`config.mk`:
```
export PLATFORM = sky130hd
export DESIGN_NAME = serializer_stream
export DESIGN_NICKNAME = d
export VERILOG_FILES = /design/src/rtl/serializer_stream_pkg.sv /design/src/rtl/serializer_hold.sv /design/src/rtl/serializer_stream.sv
export SDC_FILE = /design/constraint.sdc
export NUM_CORES = 1
export LEC_CHECK = 0
export BUFFER_PORTS_ARGS = -buffer_cell sky130_fd_sc_hd__buf_2
export CAP_MARGIN = 20
export CORE_ASPECT_RATIO = 0.7
export CORE_MARGIN = 10
export CORE_UTILIZATION = 50
export DETAILED_ROUTE_END_ITERATION = 6
export PLACE_DENSITY = 0.8
export REMOVE_ABC_BUFFERS = 1
export SLEW_MARGIN = 20
export SYNTH_ARGS = -nofsm -noshare
export SYNTH_HDL_FRONTEND = slang
export SYNTH_SLANG_ARGS = --single-unit
```
`constraint.sdc`:
```
create_clock -name clk_i -period 2.4 [get_ports clk_i]
set_input_delay 0.72 -clock clk_i [delete_from_list [all_inputs] [get_ports clk_i]]
set_output_delay 0.72 -clock clk_i [all_outputs]
set_load 0.1 [all_outputs]
```
`src/rtl/serializer_stream_pkg.sv`:
```
// Shared types, constants and helpers for the flow-controlled word-to-bit serializer.
package serializer_stream_pkg;

  typedef logic [0:0] state_t;

  localparam state_t StIdle  = 1'b0;
  localparam state_t StShift = 1'b1;

  localparam int unsigned DEFAULT_MIN_MOD = 3;

  // A bit count of zero selects the full word width.
  function automatic int unsigned decode_mod(input int unsigned mod, input int unsigned data_w);
    return (mod == 0) ? data_w : mod;
  endfunction

endpackage

```
`src/rtl/serializer_hold.sv`:
```
// One-entry holding buffer for a pending word and its decoded bit count.
module serializer_hold #(
  parameter int unsigned DATA_W = 16,
  parameter int unsigned CNT_W  = 5
) (
  input  logic              clk_i,
  input  logic              srst_i,
  input  logic              wr_i,
  input  logic [DATA_W-1:0] wr_data_i,
  input  logic [CNT_W-1:0]  wr_cnt_i,
  input  logic              rd_i,
  input  logic              flush_i,
  output logic              full_o,
  output logic [DATA_W-1:0] rd_data_o,
  output logic [CNT_W-1:0]  rd_cnt_o
);

  logic              full_q;
  logic [DATA_W-1:0] data_q;
  logic [CNT_W-1:0]  cnt_q;

  always_ff @(posedge clk_i) begin
    if (srst_i || flush_i) begin
      full_q <= 1'b0;
      data_q <= '0;
      cnt_q  <= '0;
    end else if (wr_i) begin
      full_q <= 1'b1;
      data_q <= wr_data_i;
      cnt_q  <= wr_cnt_i;
    end else if (rd_i) begin
      full_q <= 1'b0;
    end
  end

  assign full_o    = full_q;
  assign rd_data_o = data_q;
  assign rd_cnt_o  = cnt_q;

endmodule

```
`src/rtl/serializer_stream.sv`:
```
// Serializes the low or high N bits of a word one per clock, with a one-word hold buffer
// for gapless back-to-back transfer and downstream backpressure.
module serializer_stream
  import serializer_stream_pkg::*;
#(
  parameter int unsigned DATA_W    = 16,
  parameter int unsigned MOD_W     = $clog2(DATA_W),
  parameter int unsigned MIN_MOD   = DEFAULT_MIN_MOD,
  parameter bit          MSB_FIRST = 1'b1
) (
  input  logic              clk_i,
  input  logic              srst_i,
  input  logic [DATA_W-1:0] data_i,
  input  logic [MOD_W-1:0]  data_mod_i,
  input  logic              data_val_i,
  output logic              data_rdy_o,
  output logic              ser_data_o,
  output logic              ser_data_val_o,
  input  logic              ser_rdy_i,
  output logic              busy_o
);

  // One extra bit so a count of DATA_W is representable.
  localparam int unsigned CNT_W = MOD_W + 1;

  state_t            state_q, state_d;
  logic [CNT_W-1:0]  cnt_q, cnt_d;
  logic [DATA_W-1:0] shreg_q, shreg_d;

  logic              hold_full, hold_wr, hold_rd;
  logic [DATA_W-1:0] hold_data;
  logic [CNT_W-1:0]  hold_cnt;

  int unsigned       n_int;
  logic [CNT_W-1:0]  n;
  logic              legal, take, xfer, last;

  assign n_int = decode_mod(32'(data_mod_i), DATA_W);
  assign n     = CNT_W'(n_int);
  assign legal = (n_int >= MIN_MOD);
  assign take  = data_val_i && data_rdy_o && legal;
  assign xfer  = (state_q == StShift) && ser_rdy_i;
  assign last  = xfer && (cnt_q == CNT_W'(1));

  always_comb begin
    state_d = state_q;
    cnt_d   = cnt_q;
    shreg_d = shreg_q;
    hold_wr = 1'b0;
    hold_rd = 1'b0;
    case (state_q)
      StIdle: begin
        if (take) begin
          shreg_d = data_i;
          cnt_d   = n;
          state_d = StShift;
        end
      end
      default: begin
        if (xfer) begin
          shreg_d = MSB_FIRST ? (shreg_q << 1) : (shreg_q >> 1);
          cnt_d   = cnt_q - CNT_W'(1);
        end
        if (last) begin
          // Held word wins; a fresh word can only arrive here when the buffer is empty.
          if (hold_full) begin
            hold_rd = 1'b1;
            shreg_d = hold_data;
            cnt_d   = hold_cnt;
          end else if (take) begin
            shreg_d = data_i;
            cnt_d   = n;
          end else begin
            state_d = StIdle;
          end
        end else if (take) begin
          hold_wr = 1'b1;
        end
      end
    endcase
  end

  always_ff @(posedge clk_i) begin
    if (srst_i) begin
      state_q <= StIdle;
      cnt_q   <= '0;
      shreg_q <= '0;
    end else begin
      state_q <= state_d;
      cnt_q   <= cnt_d;
      shreg_q <= shreg_d;
    end
  end

  serializer_hold #(
    .DATA_W (DATA_W),
    .CNT_W  (CNT_W)
  ) u_hold (
    .clk_i     (clk_i),
    .srst_i    (srst_i),
    .wr_i      (hold_wr),
    .wr_data_i (data_i),
    .wr_cnt_i  (n),
    .rd_i      (hold_rd),
    .flush_i   (1'b0),
    .full_o    (hold_full),
    .rd_data_o (hold_data),
    .rd_cnt_o  (hold_cnt)
  );

  assign ser_data_val_o = (state_q == StShift);
  assign ser_data_o     = ser_data_val_o &&
                          (MSB_FIRST ? shreg_q[DATA_W-1] : shreg_q[0]);
  assign busy_o         = ser_data_val_o || hold_full;
  assign data_rdy_o     = !hold_full;

endmodule

```
Word-level counts from Yosys, hierarchy flattened --
Index checks and enable logic that the tools add are counted.
Operators by class: add/subtract/negate cells 1, eq/ne operators 1, order comparisons 1, muxes and demuxes 24, reductions and logical operators 10
Operator list (number):
- $mux W16 | 6
- $mux W5 | 7
- $mux W1 | 11
- $eq A5 B1 Y1 const B | 1
- $ge A5 B2 Y1 const B | 1
- $logic_and A1 B1 Y1 | 5
- $sub A5 B1 Y5 const B | 1
- $logic_not A4 Y1 | 1
- $reduce_bool A2 Y1 | 2
- $logic_not A1 Y1 | 1
- $logic_or A1 B1 Y1 | 1
Word-level totals: output and inout bits 4, bits in registers 44, input bits 24

Longest topological paths before layout --
depth after elaboration 8, depth in mapped cells 8

Cells and area by module --
From an unflattened synthesis, not the netlist that was laid out.
Unflattened totals: cells, all modules 243, area total of the unflattened synthesis 2328.5 um^2
Modules (own cells, without submodules):
- serializer_stream | times used 1, cells each 170, area each 1498.9 um^2
- serializer_hold | times used 1, cells each 73, area each 829.5 um^2

Worst setup path after synthesis --
No wires, ideal clock.
path kind flip-flop to output port, start register state_q (netlist: ser_data_val_o), end output port ser_data_o, buffers on the path 2, stages on the path, launching flop included 4, setup slack -0.657 ns, data required time 1.680 ns, arrival 2.337 ns, path through dfxtp_1 > buf_4 > clkbuf_1 > and2_1
On the way: cells in the longest elaborated chain, start to end 1
RTL lines:
- start, declared | RTL line serializer_stream.sv:26 | state_t state_q, state_d;
- start signal, assigned | RTL line serializer_stream.sv:85 | state_q <= StIdle;
- start signal, assigned | RTL line serializer_stream.sv:89 | state_q <= state_d;
- $logic_and A1 B1 Y1 | RTL line serializer_stream.sv:112 | assign ser_data_o = ser_data_val_o &&
- end, declared | RTL line serializer_stream.sv:17 | output logic ser_data_o,
No other way between the ends.

Worst setup path after layout --
Same ends and word-level chain as after synthesis.

==> metrics.md <==
| Metric | Value |
|---|---|
| Clock transition at the registers of the reported paths | `0.08 ns` |
| Smallest hold slack | `0.456 ns` |
| Critical path buffers and inverters | `2` |
| Sum of internal, switching and leakage power | `1630 µW` |
| Total iterations of the first detailed-routing run | `5` |
| Family of cells with the greatest summed delay on the critical path | `flip-flops` |
| Share of post-route cells with drive strength above 1 | `21.5%` |
| WL final | `5620 µm` |
| Combined global-route utilization of all metal layers | `15.9%` |
| GPL Wtd Cong | `0.920` |
| Post-synthesis sequential element count | `44` |
| Post-DR vias/cell | `5.85` |
| Clock tree from TritonCTS | `built` |
| Post-synth top area share | `40.1%` |
| Worst-path fanout max | `11` |
| Synthesis Warnings | `0` |
| Final min period | `2.23 ns` |
| Max Fclk | `0.448 GHz` |
| Global-route congestion overflow total | `0` |
| Master of the slowest instance on the critical path | `sky130_fd_sc_hd__dfxtp_1` |
| Area of the core | `4300 µm²` |
| Relative slew margins | `55.7%` |
| Die boundary width | `99.3 µm` |
| Data required, critical path | `1.68 ns` |
| TritonCTS sink count | `44` |
| Classification of the worst setup path | `register to output pin` |
| Period Utilization, post-route | `93.1%` |
| Final critical-path setup slack | `0.166 ns` |
| Row count | `20` |
| Worst Tran Pin Value | `0.665 ns` |
| Final Setup Violations | `0` |
| Number of global-route vias before repair | `1,995` |
| Unrepaired setup endpoints after global routing | `no` |
| Most used flip-flop cell after synthesis | `sky130_fd_sc_hd__dfxtp_1` |
| Synthesized cell area | `2200 µm²` |
| Clock root buffer master | `sky130_fd_sc_hd__clkbuf_8` |
| Max-cap check violation count | `0` |
| Dominant cells by area after synthesis | `sky130_fd_sc_hd__dfxtp_1 (40%), sky130_fd_sc_hd__nand2_1 (11%), sky130_fd_sc_hd__a22oi_1 (6.5%)` |
| Final clock skew | `0.00287 ns` |
| Setup bufs post-CTS | `0` |
| Cell taking the most area after synthesis | `sky130_fd_sc_hd__dfxtp_1` |
| Antenna-violating nets left | `0` |
| Global-route wire length before repair | `9630 µm` |
| Kind of end point of the critical path | `output pin` |
| Length in cells of the worst reg-to-reg path | `5` |
| Hold bufs inserted after CTS | `0` |
| Largest net degree at the start of global routing | `20` |
| Starting utilization of the core area | `51.1%` |
| Inserted Clock Buffers | `5` |
| Post-Syn Instances | `263` |
| Arrival time of data at the critical path endpoint | `1.51 ns` |
| Status | `complete, no violations` |
| Half-perimeter wire length after detailed placement | `4030 µm` |
| Power density over the cells | `635 nW/µm²` |
| Static Leakage | `0.000982 µW` |
| Hold violation count in the final report | `0` |
| Synth unique cells | `51` |
| Critical Path Start Type | `register` |
| Number of antenna diodes | `0` |
| Fin nets | `324` |
| Fraction of the yosys area taken by sequential cells | `40.1%` |
| Count of input and output buffers | `27` |
| Number of vias after detailed routing | `2,064` |
| Final routed DRC violation total | `0` |
| Mean instance size in the synthesized netlist | `8.36 µm²` |
| Stage delay of the slowest cell on the critical path | `0.58 ns` |
| Setup TNS | `0 ns` |
| Initial antenna violation count | `0` |
| Layout filler cell count | `417` |
| Worst Hold Path Cells | `2` |
| Die Footprint | `7490 µm²` |
| Critical path cell sequence | `buf_4 > and2_1 > buf_12` |
| Boundary pin count | `28` |
| Setup slack after placement | `0.116 ns` |
| EDFF count, synth | `0` |
| Source-to-sink clock delay at the later pin of the worst-skew pair | `0.31 ns` |
| Iteration-0 DRC count of the detailed router | `151` |
| Vertical extent of the die | `75.5 µm` |
| Worst min-delay path class | `register to register` |
| H-tree levels | `2` |
| Share of async-settable or async-resettable flops after synthesis | `0%` |
| Instance count on the critical path | `3` |
| Number of buffers on the longest clock path | `2` |
| Final-report max-slew violation count | `0` |
| Layout-stage area growth over the synthesis result | `16.7%` |
| Drt wl/cell | `15.9 µm` |
| Max IR drop VDD | `433 µV` |
| PostCTS Resize Cnt | `0` |
-- per-layer routing --
layer | global-route usage [%] | up-vias | part of all wire (%)
met1 | 21.3 | 969 | 50
li1 | - | 1027 | -
met4 | 7.13 | 0 | 1.7
met3 | 3.89 | 8 | 6.0
met2 | 23.7 | 60 | 42
met5 | 0 | - | 0
-- registers in the layout, summed over array words and instances (netlist names) --
name	count
u_hold.rd_cnt_o	5
cnt_q	5
shreg_q	16
u_hold.full_o	1
ser_data_val_o	1
u_hold.rd_data_o	16
-- cell usage after synthesis, drive strengths merged, types with 5 or more instances --
| library cell | n |
|---|---|
| buf | 11 |
| nand2 | 63 |
| mux2i | 7 |
| inv | 5 |
| a22oi | 19 |
| clkbuf | 6 |
| a21oi | 29 |
| nand3 | 8 |
| nor2 | 6 |
| a32o | 7 |
| o221ai | 7 |
| dfxtp | 44 |
-- worst paths after layout --
kind / start / endpoint / slack, ns
hold / removal: u_hold.rd_data_o[4]$_SDFFE_PP0P_ / u_hold.rd_data_o[4]$_SDFFE_PP0P_ / 0.46
hold reg to reg: u_hold.rd_data_o[4]$_SDFFE_PP0P_ / u_hold.rd_data_o[4]$_SDFFE_PP0P_ / 0.46
setup / recovery: ser_data_val_o$_SDFF_PP0_ / ser_data_o / 0.17
setup reg to reg: cnt_q[0]$_SDFFE_PP0P_ / shreg_q[5]$_SDFFE_PP0P_ / 0.35
-- placed cells by master, fill, tap and decap left out, drive strengths merged, types with 3 or more instances in the layout --
cell,n
a21oi,29
o21ai,4
o221ai,7
buf,45
o31ai,3
mux2i,7
nor3,3
a22oi,19
inv,5
nand3,8
nand4,3
a32o,7
a31oi,3
nand2,63
clkbuf,6
nor2,6
dfxtp,44
-- power breakdown --
part	switching [µW]	total, µW	internal, µW
Sequential	37.4	815	778
Clock	259	457	198
Combinational	215	357	142
Total	512	1630	1120
-- final cells by class --
class,instances,area (µm²),area share [%]
Clock buffer,6,72.6,2.83
Clock inverter,1,5.00,0.195
Inverter,5,18.8,0.732
Multi-Input combinational cell,197,1210,47.0
Sequential cell,44,881,34.3
Tap cell,55,68.8,2.68
Timing Repair Buffer,45,313,12.2
-- logic make-up after synthesis --
logic type / synth area share (%)
compound gates: 28.5
xor+xnor: 0.797
fa+ha+maj: 1.14
buf+inv: 5.29
flops: 40.1
mux: 4.21
simple gates: 20.0
-- through the flow --
step	utilization, %	cells	cell area (µm²)
2_1_floorplan	-	246	2100
3_3_place_gp	57.8	346	2490
3_5_place_dp	57.8	346	2490
4_1_cts	59.6	353	2560
5_1_grt	59.6	353	2560
6_report	59.6	353	2560
-- worst min-delay path, stage by stage, from the launching register on --
cell	delay, ns
sky130_fd_sc_hd__dfxtp_1	0.31
sky130_fd_sc_hd__nand2_1	0.05
sky130_fd_sc_hd__a21oi_1	0.05
Note: power is estimated with default switching activity, not from simulation.
